==> config.mk <==
export PLATFORM = sky130hd
export DESIGN_NAME = ft600_cmd_engine
export DESIGN_NICKNAME = d
export VERILOG_FILES = /design/src/rtl/ft600_pkg.sv /design/src/rtl/ft600_tx_hold.sv /design/src/rtl/ft600_cmd_engine.sv
export SDC_FILE = /design/constraint.sdc
export NUM_CORES = 1
export LEC_CHECK = 0
export ABC_AREA = 1
export BUFFER_PORTS_ARGS = -buffer_cell sky130_fd_sc_hd__buf_2
export CORE_UTILIZATION = 60
export DETAILED_ROUTE_END_ITERATION = 8
export PLACE_DENSITY = 0.84
export SETUP_SLACK_MARGIN = 0.5
export SLEW_MARGIN = 20
export SYNTH_ARGS = -nofsm -noshare
export SYNTH_HDL_FRONTEND = slang
export SYNTH_SLANG_ARGS = --single-unit
==> constraint.sdc <==
create_clock -name ft_clk -period 3.8 [get_ports ft_clk]
set_input_delay 0.38 -clock ft_clk [delete_from_list [all_inputs] [get_ports ft_clk]]
set_output_delay 0.38 -clock ft_clk [all_outputs]
set_load 0.005 [all_outputs]
==> src/rtl/ft600_pkg.sv <==
// Shared opcodes, response codes and FSM encoding for the FT600 command engine.
package ft600_pkg;

  localparam logic [3:0] OP_WRITE = 4'h1;
  localparam logic [3:0] OP_READ  = 4'h2;
  localparam logic [3:0] RSP_ACK  = 4'hA;
  localparam logic [3:0] RSP_ERR  = 4'hE;
  localparam logic [7:0] TMO_CODE = 8'hFF;

  typedef enum logic [2:0] {
    S_HDR,
    S_ADDR,
    S_WDATA,
    S_ACK,
    S_RHDR,
    S_RDATA
  } state_t;

  function automatic logic [15:0] err_rsp(input logic [7:0] code);
    return {RSP_ERR, 4'h0, code};
  endfunction

endpackage

==> src/rtl/ft600_tx_hold.sv <==
// One-entry skid register in front of the bridge TX FIFO; a word is held
// in tx_in until the FIFO has room, so nothing is lost on tx_full.
module ft600_tx_hold (
  input  logic        ft_clk,
  input  logic        rst,
  input  logic        i_push,
  input  logic [15:0] i_data,
  output logic        o_ready,
  output logic        o_empty,
  input  logic        i_tx_full,
  output logic        o_tx_en,
  output logic [15:0] o_tx_in
);

  logic        r_valid;
  logic [15:0] r_data;

  assign o_tx_en = r_valid & ~i_tx_full;
  assign o_ready = ~r_valid | ~i_tx_full;
  assign o_empty = ~r_valid;
  assign o_tx_in = r_data;

  always_ff @(posedge ft_clk) begin
    if (rst) begin
      r_valid <= 1'b0;
      r_data  <= 16'h0000;
    end else if (i_push && o_ready) begin
      r_valid <= 1'b1;
      r_data  <= i_data;
    end else if (o_tx_en) begin
      r_valid <= 1'b0;
    end
  end

endmodule

==> src/rtl/ft600_cmd_engine.sv <==
// FT600 user-side command engine: pops host packets from the RX FIFO,
// runs register reads/writes and returns responses through the TX FIFO.
//   state   | meaning
//   S_HDR   | idle, pop packet header
//   S_ADDR  | pop start address
//   S_WDATA | pop write data, one reg_we per word
//   S_ACK   | push write ack or error response
//   S_RHDR  | push read header echo
//   S_RDATA | one reg_re at a time, push each read word
module ft600_cmd_engine
  import ft600_pkg::*;
#(
  parameter int ADDR_W  = 8,
  parameter int TMO_CYC = 1024
) (
  input  logic              ft_clk,
  input  logic              rst,
  output logic              o_rx_en,
  input  logic [15:0]       i_rx_out,
  input  logic              i_rx_empty,
  output logic              o_tx_en,
  output logic [15:0]       o_tx_in,
  input  logic              i_tx_full,
  output logic [ADDR_W-1:0] o_reg_addr,
  output logic [15:0]       o_reg_wdata,
  output logic              o_reg_we,
  output logic              o_reg_re,
  input  logic [15:0]       i_reg_rdata,
  output logic              o_busy
);

  localparam int TMO_W = $clog2(TMO_CYC + 1);

  state_t            r_state;
  logic [3:0]        r_op;
  logic [11:0]       r_len;
  logic [11:0]       r_rem;
  logic [ADDR_W-1:0] r_addr;
  logic [15:0]       r_wdata;
  logic [15:0]       r_rsp;
  logic              r_rx_pend;
  logic              r_reg_we;
  logic              r_reg_re;
  logic              r_rd_pend;
  logic [TMO_W-1:0]  r_tmo;

  logic        w_rx_want;
  logic        w_tmo_zone;
  logic        w_tmo_inc;
  logic        w_tmo_hit;
  logic        w_issue;
  logic        w_push;
  logic [15:0] w_push_data;
  logic        w_tx_rdy;
  logic        w_hold_empty;

  assign w_rx_want = (r_state == S_HDR) || (r_state == S_ADDR) ||
                     ((r_state == S_WDATA) && (r_rem != 12'd0));
  assign o_rx_en   = w_rx_want & ~i_rx_empty & ~r_rx_pend & ~rst;

  // Idle-time counter only runs while the engine is waiting on host data.
  assign w_tmo_zone = (r_state == S_ADDR) || ((r_state == S_WDATA) && (r_rem != 12'd0));
  assign w_tmo_inc  = w_tmo_zone & i_rx_empty & ~r_rx_pend;
  assign w_tmo_hit  = w_tmo_inc && (r_tmo == TMO_W'(TMO_CYC - 1));

  assign w_issue = (r_state == S_RDATA) && (r_rem != 12'd0) && !r_reg_re &&
                   !r_rd_pend && w_hold_empty && !i_tx_full;

  always_comb begin
    w_push      = 1'b0;
    w_push_data = r_rsp;
    case (r_state)
      S_ACK:   w_push = 1'b1;
      S_RHDR: begin
        w_push      = 1'b1;
        w_push_data = {OP_READ, r_len};
      end
      S_RDATA: begin
        w_push      = r_rd_pend;
        w_push_data = i_reg_rdata;
      end
      default: ;
    endcase
  end

  ft600_tx_hold u_tx_hold (
    .ft_clk    (ft_clk),
    .rst       (rst),
    .i_push    (w_push),
    .i_data    (w_push_data),
    .o_ready   (w_tx_rdy),
    .o_empty   (w_hold_empty),
    .i_tx_full (i_tx_full),
    .o_tx_en   (o_tx_en),
    .o_tx_in   (o_tx_in)
  );

  assign o_reg_addr  = r_addr;
  assign o_reg_wdata = r_wdata;
  assign o_reg_we    = r_reg_we;
  assign o_reg_re    = r_reg_re;
  assign o_busy      = (r_state != S_HDR);

  always_ff @(posedge ft_clk) begin
    if (rst) begin
      r_state   <= S_HDR;
      r_op      <= 4'h0;
      r_len     <= 12'd0;
      r_rem     <= 12'd0;
      r_addr    <= '0;
      r_wdata   <= 16'h0000;
      r_rsp     <= 16'h0000;
      r_rx_pend <= 1'b0;
      r_reg_we  <= 1'b0;
      r_reg_re  <= 1'b0;
      r_rd_pend <= 1'b0;
      r_tmo     <= '0;
    end else begin
      r_rx_pend <= o_rx_en;
      r_reg_we  <= 1'b0;
      r_reg_re  <= w_issue;
      r_rd_pend <= r_reg_re;

      if (!w_tmo_zone || o_rx_en || w_tmo_hit) r_tmo <= '0;
      else if (w_tmo_inc)                      r_tmo <= r_tmo + TMO_W'(1);

      // Address advances after each strobe so the strobe cycle sees the current word's address.
      if (r_reg_we || r_reg_re) r_addr <= r_addr + ADDR_W'(1);
      if (r_reg_re)             r_rem  <= r_rem - 12'd1;

      case (r_state)
        S_HDR: begin
          if (r_rx_pend) begin
            r_op  <= i_rx_out[15:12];
            r_len <= i_rx_out[11:0];
            if ((i_rx_out[15:12] == OP_WRITE) || (i_rx_out[15:12] == OP_READ)) begin
              r_state <= S_ADDR;
            end else begin
              r_rsp   <= err_rsp({4'h0, i_rx_out[15:12]});
              r_state <= S_ACK;
            end
          end
        end
        S_ADDR: begin
          if (r_rx_pend) begin
            r_addr <= i_rx_out[ADDR_W-1:0];
            r_rem  <= r_len;
            if (r_op == OP_READ) begin
              r_state <= S_RHDR;
            end else if (r_len == 12'd0) begin
              r_rsp   <= {RSP_ACK, r_len};
              r_state <= S_ACK;
            end else begin
              r_state <= S_WDATA;
            end
          end else if (w_tmo_hit) begin
            r_rsp   <= err_rsp(TMO_CODE);
            r_state <= S_ACK;
          end
        end
        S_WDATA: begin
          if (r_rx_pend) begin
            r_reg_we <= 1'b1;
            r_wdata  <= i_rx_out;
            r_rem    <= r_rem - 12'd1;
          end else if (r_reg_we && (r_rem == 12'd0)) begin
            r_rsp   <= {RSP_ACK, r_len};
            r_state <= S_ACK;
          end else if (w_tmo_hit) begin
            r_rsp   <= err_rsp(TMO_CODE);
            r_state <= S_ACK;
          end
        end
        S_ACK: begin
          if (w_tx_rdy) r_state <= S_HDR;
        end
        S_RHDR: begin
          if (w_tx_rdy) r_state <= (r_len == 12'd0) ? S_HDR : S_RDATA;
        end
        S_RDATA: begin
          if ((r_rem == 12'd0) && !r_reg_re && !r_rd_pend && w_hold_empty) r_state <= S_HDR;
        end
        default: r_state <= S_HDR;
      endcase
    end
  end

endmodule

# --- Word-level counts from Yosys, hierarchy flattened ---
# Index checks and enable logic that the tools add are counted.
# Widths: inputs -> output; s select.
op_classes:
  n_addsub: 3
  eq_ne: 17
  mux: 34
  bitwise: 13
  reduce_logical: 37
op_table:
  columns: ["cell", "count"]
  rows:
  - ["$mux 16", 8]
  - ["$pmux 16 s3", 1]
  - ["$mux 12", 3]
  - ["$pmux 16 s2", 1]
  - ["$mux 3", 10]
  - ["$logic_not 12->1", 2]
  - ["$mux 8", 3]
  - ["$pmux 12 s2", 1]
  - ["$pmux 3 s6", 1]
  - ["$logic_and 1x1->1", 12]
  - ["$reduce_bool 12->1", 1]
  - ["$sub 12x1->12 const B", 1]
  - ["$add 11x1->11 const B", 1]
  - ["$eq 11x10->1 const B", 1]
  - ["$add 8x1->8 const B", 1]
  - ["$eq 4x2->1 const B", 2]
  - ["$logic_or 1x1->1", 7]
  - ["$and 1x1->1", 6]
  - ["$eq 3x2->1 const B", 2]
  - ["$eq 3x3->1 const B", 2]
  - ["$ne 2x1->1 const B", 3]
  - ["$ne 2x2->1 const B", 3]
  - ["$not 1->1", 6]
  - ["$reduce_and 6->1", 1]
  - ["15 further kinds", 25]
word_totals:
  ff_bits: 103
  inputBits: 36
  output_inout_bits: 45
  wordCells: 118

# --- Depth between registers and ports, before layout ---
logic_depth:
  depth_word: 10
  mapped_depth: 13
  ltp_nobuf: 13

# --- Cells and area by module ---
# From an unflattened synthesis, not the netlist that was laid out.
hier_totals:
  cells_unflattened: 785
  area_unflattened_um2: 5365.1
modules_own_cells:
  columns: ["mod", "n_inst", "cells_per_inst", "area_per_inst_um2"]
  rows:
  - ["ft600_cmd_engine", 1, 674, 4591.9]
  - ["ft600_tx_hold", 1, 111, 773.2]

# --- Worst setup path after synthesis ---
# OpenSTA, ideal clock, no wires.
synth_timing:
  path_type: "reg-to-reg"
  start: "reg r_rem[0]"
  end: "reg r_rsp[1]"
  setup_ps: 120
  arrival_ps: 1573
  required_ps: 3680
  path_slack_ps: 2107
  path_stages_with_launch: 14
  n_path_buf: 0
  cell_sequence: "dfxtp_1 > inv_1 > ha_1 > nand2_1 > nor2_4 > nand2_1 > nand2_2 > nand2_4 > nand2_4 > inv_1 > nand2_2 > o211ai_1 > nand2_1 > a21oi_1"
synth_between:
  elab_chain_cells: 10
  elab_cells_between_ends: 13
synth_lines:
  columns: ["item", "line", "source"]
  rows:
  - ["from (decl)", "ft600_cmd_engine.sv:37", "logic [11:0] r_rem;"]
  - ["from (signal assigned)", "ft600_cmd_engine.sv:129", "if (r_reg_re) r_rem <= r_rem - 12'd1;"]
  - ["from (signal assigned)", "ft600_cmd_engine.sv:147", "r_rem <= r_len;"]
  - ["from (signal assigned)", "ft600_cmd_engine.sv:165", "r_rem <= r_rem - 12'd1;"]
  - ["$reduce_bool 12->1", "ft600_cmd_engine.sv:62", "assign w_tmo_zone = (r_state == S_ADDR) || ((r_state == S_WDATA) && (r_rem != 12'd0));"]
  - ["$logic_and 1x1->1", "ft600_cmd_engine.sv:62", null]
  - ["$logic_or 1x1->1", "ft600_cmd_engine.sv:62", null]
  - ["$and 1x1->1 (2 in a row)", "ft600_cmd_engine.sv:63", "assign w_tmo_inc = w_tmo_zone & i_rx_empty & ~r_rx_pend;"]
  - ["$logic_and 1x1->1", "ft600_cmd_engine.sv:64", "assign w_tmo_hit = w_tmo_inc && (r_tmo == TMO_W'(TMO_CYC - 1));"]
  - ["$mux 16", null, null]
  - ["$mux 16", "ft600_cmd_engine.sv:166", "end else if (r_reg_we && (r_rem == 12'd0)) begin"]
  - ["$mux 16", "ft600_cmd_engine.sv:162", "if (r_rx_pend) begin"]
  - ["$pmux 16 s3 (*)", "ft600_cmd_engine.sv:131", "case (r_state)"]
  - ["to (signal assigned)", "ft600_cmd_engine.sv:139", "r_rsp <= err_rsp({4'h0, i_rx_out[15:12]});"]
  - ["to (signal assigned)", "ft600_cmd_engine.sv:167", "r_rsp <= {RSP_ACK, r_len};"]
  - ["to (signal assigned)", "ft600_cmd_engine.sv:170", "r_rsp <= err_rsp(TMO_CODE);"]
  - ["to (decl)", "ft600_cmd_engine.sv:40", "logic [15:0] r_rsp;"]
# Mark *: on every way between the ends. The rest lies on a longest branch, timed or not. The select of a mux whose other input is x is not followed.
# A chain may end at the register's enable or synchronous reset.

# --- Worst setup path in the final report ---
layout_timing:
  start: "reg r_rem[0]"
  end: "out o_rx_en"
layout_between:
  elab_chain_cells: 6
layout_lines:
  columns: ["item", "line", "source"]
  rows:
  - ["$reduce_bool 12->1", "ft600_cmd_engine.sv:58", "((r_state == S_WDATA) && (r_rem != 12'd0));"]
  - ["$logic_and 1x1->1", "ft600_cmd_engine.sv:58", null]
  - ["$logic_or 1x1->1", "ft600_cmd_engine.sv:57", "assign w_rx_want = (r_state == S_HDR) || (r_state == S_ADDR) ||"]
  - ["$and 1x1->1 (3 in a row)", "ft600_cmd_engine.sv:59", "assign o_rx_en = w_rx_want & ~i_rx_empty & ~r_rx_pend & ~rst;"]
  - ["to (decl)", "ft600_cmd_engine.sv:18", "output logic o_rx_en,"]
# No other way between the ends.

==> impl_metrics.tcl <==
set metrics [dict create \
    status "finished clean" \
    rows 33 \
    fin_util_pct 70.1 \
    hold_path_class "input port to register" \
    period_needed_ns 2.40 \
    wl_per_cell_um 15.3 \
    cts.sinks 103 \
    nets 829 \
    grt_max_degree 76 \
    syn_nets 768 \
    setup_ws_ns 1.40 \
    synthCells 729 \
    async_flop_share_pct 0 \
    maxSlewViolCount 0 \
    cp.arrival_ns 2.02 \
    rsz0062_at_grt "false" \
    vias 5245 \
    ctsHoldBuffers 0 \
    cellLeakagePower_nw 2.54 \
    max_stage_delay_ns 0.35 \
    design.portCount 81 \
    tns_ns 0 \
    holdWs_ns 0.258 \
    synthAdderAreaFrac_pct 0.722 \
    cts_setup_buffers 0 \
    cts_tree "built" \
    antenna_found_initial 0 \
    final_area_um2 5820 \
    detail_route.iter0.violations 398 \
    final_cell_mix "nand2_1, dfxtp_1, buf_2" \
    syn_area_per_cell_um2 7.13 \
    dr.pass1.iters 6 \
    synth-compound-area-share_pct 21.5 \
    placed_area_um2 5600 \
    post-route-period-util_pct 63.2 \
    yosysWarnings 0 \
    diodes 0 \
    layout-drive-gt1-share_pct 16.6 \
    core_um2 8300 \
    vdd_drop_max_v 0.000337 \
    cp_max_fo 6 \
    path_cells "inv_1, ha_1, nand2_1, nor2_4, nand2_1, nand2_2, nand2_1, nand4_1, inv_1, buf_2" \
    drtAntennaViolNets 0 \
    vias_per_cell 5.83 \
    cts-root-buf "clkbuf_8" \
    clkTransAtPathRegs_ns 0.12 \
    cts_inserted_buffers 9 \
    flow.area_growth_from_synthesis_pct 12.0 \
    die_y_um 95.1 \
    dp_slack_ns 1.52 \
    track_usage_pct 31.1 \
    seq_area_frac_synth_pct 39.7 \
    portBuffers 80 \
    cts_buffer_depth 2 \
    synthXorXnorAreaFrac_pct 3.37 \
    die_w_um 95.1 \
    fin_cells 900 \
    synth_top_family_by_area "simple AND/OR/NAND/NOR gates" \
    grt_pass1_vias 4674 \
    maxSlewHeadroom_pct 44.5 \
    endpoint_kind "output port" \
    start_util_pct 62.6 \
    clock_latency_ns 0.39 \
    worst_path_max_delay_cell "dfxtp_1" \
    dp_hpwl_um 9930 \
    worst_pin_slew_ns 0.830 \
    hold_viol_final 0 \
    synth.area.mux_share_pct 0 \
    setup_viol 0 \
    htree_num_levels 3 \
    finalClockSkew_ns 0.0189 \
    drc 0 \
    nFillCells 692 \
    crit_path_frequent_cell "nand2_1" \
    place_inst 884 \
    synth-seq-cells 103 \
    synth-edff-count 0 \
    ys_types 48 \
    layout_commonest_cell "nand2_1" \
    cts_resized 0 \
    die-area_um2 9040 \
    critPathKind "register to output port" \
    cp-start-kind "register" \
    cap_viol_max_count 0 \
    ys.flop_type "dfxtp_1" \
    fmax_mhz 416 \
    grt_pass1_wl_um 21800 \
    place_congestion 0.925 \
    crit_required_ns 3.42 \
    wl_um 13700 \
    power.density_nw_per_um2 580 \
    synth_simple_gate_area_share_pct 26.0 \
    grt_overflow 0 \
    synth_area_um2 5200 \
    fin_total_pwr_mw 3.38 \
]
==> sequential cells by signal (all words and copies together) (netlist names) <==
name and flops:
o_reg_re 1, o_reg_addr 8, o_reg_we 1, r_rem 12, r_len 12, r_rx_pend 1, u_tx_hold.o_tx_in 16, r_tmo 11
r_rsp 16, r_op 4, o_reg_wdata 16, u_tx_hold.r_valid 1, r_state 3, r_rd_pend 1
==> critical path, delay by kind of cell, from the launching register on <==
| kind | cells | cell delay, ns |
|---|---|---|
| flops | 1 | 0.35 |
| buf+inv | 3 | 0.27 |
| fa+ha+maj | 1 | 0.22 |
| simple gates | 6 | 0.79 |
==> power by group <==
part | switching (mW) | total (mW) | internal (mW)
registers | 0.141 | 1.36 | 1.22
logic | 0.848 | 1.27 | 0.420
clock network | 0.424 | 0.750 | 0.325
==> worst paths after layout <==
path	end	start	cells after the start	slack (ns)
max	o_rx_en	r_rem[0]$_SDFF_PP0_	10	1.40
min	o_reg_wdata[8]$_SDFFE_PP0P_	i_rx_out[8]	3	0.26
max reg2reg	r_rsp[14]$_SDFFE_PP0P_	r_state[0]$_SDFFE_PP0P_	10	1.48
min reg2reg	r_rsp[12]$_SDFFE_PP0P_	r_rsp[12]$_SDFFE_PP0P_	2	0.46
==> routing by layer <==
metal  vias to the layer above  share of wire (%)  global-route usage [%]
li1                       2546                  -                       -
met1                      2433                 42                    39.0
met2                       236                 49                    53.6
met3                        30                7.4                    6.06
met4                         0                1.8                    9.85
met5                         -                  0                       0
==> Yosys cell counts, types with 2 or more instances <==
cell,n,share of area (%)
dfxtp_1,103,40
buf_6,3,0.65
o21bai_1,3,0.43
a22oi_1,4,0.58
xor2_1,16,2.7
a31oi_1,6,0.72
nand2_2,5,0.60
nor2_4,5,1.1
buf_2,6,0.58
nor3b_1,4,0.58
o21a_1,2,0.29
nand2_1,145,10
and3_1,3,0.36
or2_2,3,0.36
a41oi_1,9,1.5
nor3_1,8,0.77
inv_2,5,0.36
o21ai_0,78,7.5
inv_1,70,5.1
a211oi_1,6,0.87
xnor2_1,4,0.67
nand3_1,26,2.5
buf_1,2,0.14
o211ai_1,4,0.58
nor2_1,75,5.4
nand4_1,8,0.96
nand3b_1,6,0.87
ha_1,3,0.72
clkbuf_1,23,1.7
a21oi_1,61,5.9
o21ai_1,9,0.87
a221oi_1,6,1.0
nand2_4,3,0.65
==> kinds of logic after synthesis <==
group	Yosys count
flip-flops	103
AND/OR/NAND/NOR	297
adder cells (fa/ha/maj)	3
XOR/XNOR	20
AO/OA/AOI/OAI	195
buffers and inverters	111
==> area by class of cell <==
type	instances	area [µm²]	area share [%]
timing repair buffer	85	438	7.53
tap	105	131	2.26
clock buffer	9	124	2.13
clock inverter	7	95.1	1.63
multi-input combinational	515	2680	46.1
sequential	103	2060	35.4
inverter	76	288	4.95
Power figures use the tool's default switching activity.
